[src/rtl/pdm_capture.sv]
// pdm_capture: generates the PDM microphone clock, samples the mic data line,
// packs bits MSB-first into words and offers each word with its clip address
// on a valid/ready port. Reports completion after SAMPLE_WORDS words.
//
// Handshake: word_valid_o/word_o/word_addr_o are held stable until a cycle with
// word_valid_o & word_ready_i (the transfer cycle). A word that completes while
// the previous one is still pending and not being taken overwrites it and sets
// the sticky overrun_o flag.
module pdm_capture #(
    parameter int CLOCK_DIVIDE = 50,
    parameter int WORD_WIDTH   = 16,
    parameter int SAMPLE_WORDS = 65535
) (
    input  logic                  clock_i,
    input  logic                  reset_i,
    input  logic                  enable_i,
    input  logic                  mic_data_i,
    output logic                  mic_clk_o,
    output logic                  mic_lrsel_o,
    output logic [WORD_WIDTH-1:0] word_o,
    output logic [15:0]           word_addr_o,
    output logic                  word_valid_o,
    input  logic                  word_ready_i,
    output logic                  overrun_o,
    output logic                  done_o,
    output logic [1:0]            state_o
);

    localparam int DIV_W = $clog2(CLOCK_DIVIDE);
    localparam int BIT_W = $clog2(WORD_WIDTH + 1);

    localparam logic [DIV_W-1:0] DIV_LAST  = DIV_W'(CLOCK_DIVIDE - 1);
    localparam logic [DIV_W-1:0] DIV_ONE   = DIV_W'(1);
    localparam logic [BIT_W-1:0] BIT_LAST  = BIT_W'(WORD_WIDTH - 1);
    localparam logic [15:0]      WORD_LAST = 16'(SAMPLE_WORDS - 1);

    typedef enum logic [1:0] {
        IDLE    = 2'd0,
        CAPTURE = 2'd1,
        DONE    = 2'd2
    } state_t;

    state_t                state;
    logic                  sync_1;
    logic                  sync_2;
    logic [DIV_W-1:0]      div_cnt;
    logic [BIT_W-1:0]      bit_cnt;
    logic [15:0]           word_cnt;
    logic [WORD_WIDTH-2:0] shift_reg;

    logic                  div_wrap;
    logic                  sample_evt;
    logic                  word_full;
    logic                  accept;
    logic [WORD_WIDTH-1:0] next_word;

    // Divider terminal count only matters while capturing; the falling edge
    // of mic_clk_o (toggle while high) is the sample point.
    assign div_wrap    = (state == CAPTURE) && (div_cnt == DIV_LAST);
    assign sample_evt  = div_wrap && mic_clk_o;
    assign word_full   = sample_evt && (bit_cnt == BIT_LAST);
    assign accept      = word_valid_o && word_ready_i;
    assign next_word   = {shift_reg, sync_2};
    assign mic_lrsel_o = 1'b0;
    assign state_o     = state;

    // Two-flop synchronizer for the asynchronous microphone data line.
    always_ff @(posedge clock_i) begin
        if (reset_i) begin
            sync_1 <= 1'b0;
            sync_2 <= 1'b0;
        end else begin
            sync_1 <= mic_data_i;
            sync_2 <= sync_1;
        end
    end

    // Capture FSM: clock divider, bit packing, word handshake and completion.
    always_ff @(posedge clock_i) begin
        if (reset_i) begin
            state        <= IDLE;
            mic_clk_o    <= 1'b0;
            div_cnt      <= '0;
            bit_cnt      <= '0;
            word_cnt     <= '0;
            shift_reg    <= '0;
            word_o       <= '0;
            word_addr_o  <= '0;
            word_valid_o <= 1'b0;
            overrun_o    <= 1'b0;
            done_o       <= 1'b0;
        end else begin
            case (state)
                IDLE: begin
                    mic_clk_o    <= 1'b0;
                    bit_cnt      <= '0;
                    word_cnt     <= '0;
                    shift_reg    <= '0;
                    word_valid_o <= 1'b0;
                    done_o       <= 1'b0;
                    if (enable_i) begin
                        // The enabling edge counts as divider step 0, so the
                        // first mic_clk_o rise lands CLOCK_DIVIDE cycles later.
                        state     <= CAPTURE;
                        div_cnt   <= DIV_ONE;
                        overrun_o <= 1'b0;
                    end else begin
                        div_cnt <= '0;
                    end
                end

                CAPTURE: begin
                    if (!enable_i) begin
                        // Abort: drop the partial word and any pending word.
                        state        <= IDLE;
                        mic_clk_o    <= 1'b0;
                        div_cnt      <= '0;
                        bit_cnt      <= '0;
                        word_cnt     <= '0;
                        word_valid_o <= 1'b0;
                    end else begin
                        if (div_wrap) begin
                            div_cnt   <= '0;
                            mic_clk_o <= ~mic_clk_o;
                        end else begin
                            div_cnt <= div_cnt + DIV_ONE;
                        end

                        if (sample_evt) begin
                            shift_reg <= next_word[WORD_WIDTH-2:0];
                            bit_cnt   <= word_full ? '0 : bit_cnt + BIT_W'(1);
                        end

                        if (word_full) begin
                            word_o       <= next_word;
                            word_addr_o  <= word_cnt;
                            word_valid_o <= 1'b1;
                            word_cnt     <= word_cnt + 16'd1;
                            if (word_valid_o && !word_ready_i) begin
                                overrun_o <= 1'b1;
                            end
                            if (word_cnt == WORD_LAST) begin
                                state     <= DONE;
                                done_o    <= 1'b1;
                                mic_clk_o <= 1'b0;
                            end
                        end else if (accept) begin
                            word_valid_o <= 1'b0;
                        end
                    end
                end

                DONE: begin
                    mic_clk_o <= 1'b0;
                    div_cnt   <= '0;
                    if (!enable_i) begin
                        state        <= IDLE;
                        done_o       <= 1'b0;
                        word_valid_o <= 1'b0;
                    end else if (accept) begin
                        word_valid_o <= 1'b0;
                    end
                end

                default: begin
                    state <= IDLE;
                end
            endcase
        end
    end

endmodule
[config.mk]
export PLATFORM = sky130hd
export DESIGN_NAME = pdm_capture
export DESIGN_NICKNAME = d
export VERILOG_FILES = /design/src/rtl/pdm_capture.sv
export SDC_FILE = /design/constraint.sdc
export NUM_CORES = 1
export LEC_CHECK = 0
export CORE_MARGIN = 2
export CORE_UTILIZATION = 38
export CTS_BUF_LIST = sky130_fd_sc_hd__clkbuf_4
export CTS_CLUSTER_DIAMETER = 40
export DETAILED_ROUTE_END_ITERATION = 16
export GPL_TIMING_DRIVEN = 1
export RECOVER_POWER = 50
export SYNTH_ARGS = -nofsm -noshare
export SYNTH_HDL_FRONTEND = slang
export SYNTH_SLANG_ARGS = --single-unit
[constraint.sdc]
create_clock -name clock_i -period 2.4 [get_ports clock_i]
set_clock_uncertainty 0.1 [all_clocks]
set_input_delay 0.72 -clock clock_i [delete_from_list [all_inputs] [get_ports clock_i]]
set_output_delay 0.72 -clock clock_i [all_outputs]
set_load 0.01 [all_outputs]
==> metrics.txt, run 1 <==
outcome complete, no violations; gpl congestion 0.793; Seq. cell area 0.00165 sq mm; clock-pin slew on the worst setup and hold paths 0.13 ns; Slew Limit Fails 0; R2R cell count 9; layout cell share with drive strength beyond 1 0.174; Main synth FF type dfxtp_1; nets@finish 493; cts hold-fix bufs 0; multi-input logic area 0.00174 sq mm; clock sinks 82; post-synthesis async set-or-reset flop share 0; initial antenna violation count 0; Flop pwr share 0.554; P_int 1.82 mW; CTS Root Cell clkbuf_4; RSZ-0062 raised after global routing true; Top Ports 44; Initial Utilization 0.393; Core Util, Final 0.510; post-synth cell types 51; 1st-iter DRT viols 140; PwrDens 554 mW/mm^2; Fin. Hold Viols 0; width of the die 99.2 um; Sw Share 0.264; pin count of the biggest net entering global routing 36; WP data arrival 2.59 ns; Slew HR 0.536; Synth Instances 407; synthesized area per cell 8.46 sq um; Vias per Instance 5.21; Yosys warnings 0; worst endpoint required time 2.64 ns; input/output buffers 42; die height 99.2 um; Top Registers word_addr_o: 16 flops, word_cnt: 16 flops, word_o: 16 flops; hold path depth 1; DRC Markers 0; VDD IR max 0.000291 V; Routed Antenna Nets 0; max-cap check violation count 0; Min-Delay Path Class flip-flop to flip-flop; CTS tree done; Leakage 1.53 nW; vias in the first global route 2910; worst skew pair latency 0.42 ns; total power 2.47 mW; drt wl/cell 13.1 um; grt ovf 0; endpoints failing setup 0; EDFF count, synth 0; dpl hpwl 5220 um; syn_nets 422; minimum clock period 2.35 ns; H-Tree Depth 3; post-synthesis register bit count 82; Max Buffers Root-to-Sink 2; Logic pwr share 0.127; WL final 7740 um; worst-path fanout max 8; P_sw 654 uW; num rows 34; total CTS buffers 9; DR vias 3071; Die ar. 0.00984 sq mm; fin crit share 0.978; Pre-Repair DR Iteration Count 4; Crit. End Element flip-flop; Worst Tran Pin Value 0.696 ns; Seq/Total Area, Yosys 0.477; Fmax 426 MHz; critical path type flip-flop to flip-flop; first-pass GRT wire length 13500 um; core area 0.00876 sq mm; total track usage 0.165; Layout area overhead 29.7%; Post-Syn Area 0.00344 sq mm; Ant. Diodes 0; critical path startpoint category flip-flop; Clk network pwr share 0.318; fillers 858
==> worst paths after layout <==
check | from | endpoint | slack (ns)
setup / recovery | div_cnt[5]$_SDFFE_PP0P_ | word_cnt[3]$_SDFFE_PP0P_ | 0.05
hold / removal | sync_1$_SDFF_PP0_ | sync_2$_SDFF_PP0_ | 0.35
setup reg to reg | div_cnt[5]$_SDFFE_PP0P_ | word_cnt[3]$_SDFFE_PP0P_ | 0.05
hold reg to reg | sync_1$_SDFF_PP0_ | sync_2$_SDFF_PP0_ | 0.35
==> worst max-delay path, cell delays in order (launching register included) <==
cell and delay, ns:
dfxtp_2 0.35, nor4bb_4 0.26, buf_4 0.15, and3_4 0.19, ha_4 0.12, nor2b_4 0.15
o21ai_2 0.08, buf_6 0.14, or4_2 0.61, a21oi_1 0.13
==> cell usage after synthesis, types with 2 or more instances <==
library cell / instances / area share
dfxtp_1: 82 / 0.48
a22oi_1: 17 / 0.037
o31ai_1: 9 / 0.020
nand4_1: 2 / 0.0036
or4_1: 9 / 0.020
xor2_1: 2 / 0.0051
nor3b_1: 2 / 0.0044
nand2b_1: 7 / 0.013
buf_2: 3 / 0.0044
or3_1: 2 / 0.0036
or4_2: 2 / 0.0051
a211oi_1: 5 / 0.011
inv_1: 13 / 0.014
mux2i_1: 7 / 0.020
nor3_1: 3 / 0.0044
a21oi_1: 48 / 0.070
xnor2_1: 2 / 0.0051
o21ai_0: 7 / 0.010
nand3_1: 9 / 0.013
nor2_1: 28 / 0.031
clkbuf_1: 20 / 0.022
buf_1: 2 / 0.0022
nand2_1: 76 / 0.083
nor4_1: 5 / 0.0091
nor2b_1: 6 / 0.011
and3_1: 4 / 0.0073
ha_1: 10 / 0.036
a31oi_1: 2 / 0.0036
==> cells in the final DEF (no fill, tap or decap), drive strengths merged, types with 5 or more instances in the layout <==
master,synthesis,layout
dfxtp,82,82
nand2,76,76
a21oi,48,48
buf,6,43
clkdlybuf4s50,0,41
nor2,28,28
a22oi,17,17
inv,13,14
clkbuf,20,12
or4,12,12
ha,10,10
nand3,9,9
o31ai,9,9
o21ai,8,8
nand2b,7,7
mux2i,7,7
nor2b,6,6
a211oi,5,5
nor4,5,5
==> stage by stage <==
stage	hold WS (ns)	TNS (ns)	area (sq um)	cells	setup WS, ns
2_1_floorplan	0.314	0	3440	407	0.0323
3_3_place_gp	0.317	-8.31	4190	567	-0.229
3_5_place_dp	0.325	-10.65	4190	567	-0.315
4_1_cts	0.355	0	4400	587	0.0318
5_1_grt	0.369	-0.0802	4470	590	-0.0293
6_report	0.351	0	4470	590	0.0536
==> power by group through the flow <==
stage / clock [mW] / sequential, mW / combinational, mW
after floorplan: 0 / 1.41 / 0.158
after global placement: 0 / 1.40 / 0.268
after detailed placement: 0 / 1.40 / 0.273
after CTS: 0.814 / 1.37 / 0.310
after global routing: 0.875 / 1.37 / 0.346
final: 0.787 / 1.37 / 0.315
==> layer usage <==
layer,GRT usage,vias up,wire (um)
met5,0,-,0
met4,0.0601,0,116
met3,0.0260,9,216
met2,0.277,47,3760
met1,0.216,1444,3650
li1,-,1571,-
==> area by class of cell <==
class                   instances  area share
multi-input cells             286       0.389
repair buffers                 86       0.172
clock buffers                  10      0.0168
inverters                      13      0.0109
clock inverters                 5      0.0120
flip-flops and latches         82       0.369
well taps                     108      0.0303
==> what timing repair did <==
| action | in CTS | in global routing |
|---|---|---|
| pin swaps | 2 | 7 |
| resized for setup | 11 | 13 |
| gates cloned | 1 | 0 |
| buffers inserted | 4 | 3 |
| endpoints found under the setup margin | 22 | 30 |
==> cell families (layout without fill, tap and decap cells) <==
logic type | Yosys count | count (layout) | synth area share
and+or+nand+nor | 166 | 166 | 0.236
AOI/OAI and AO/OA | 98 | 98 | 0.174
DFF | 82 | 82 | 0.477
buffers and inverters | 39 | 114 | 0.0447
adders and majority gates | 10 | 10 | 0.0364
muxes | 7 | 7 | 0.0204
xor gates and xnor gates | 4 | 4 | 0.0102
other | 1 | 1 | 0.00109
Note: power is estimated with default switching activity, not from simulation.
==> run 2, diff against run 1 <==
--- a/config.mk
+++ b/config.mk
@@ -5,6 +5,7 @@
 export SDC_FILE = /design/constraint.sdc
 export NUM_CORES = 1
 export LEC_CHECK = 0
+export CAP_MARGIN = 15
 export CORE_MARGIN = 2
 export CORE_UTILIZATION = 38
 export CTS_BUF_LIST = sky130_fd_sc_hd__clkbuf_4
==> results of run 2 <==
Same layout as run 1: the final DEF is identical, and so are final timing and power.
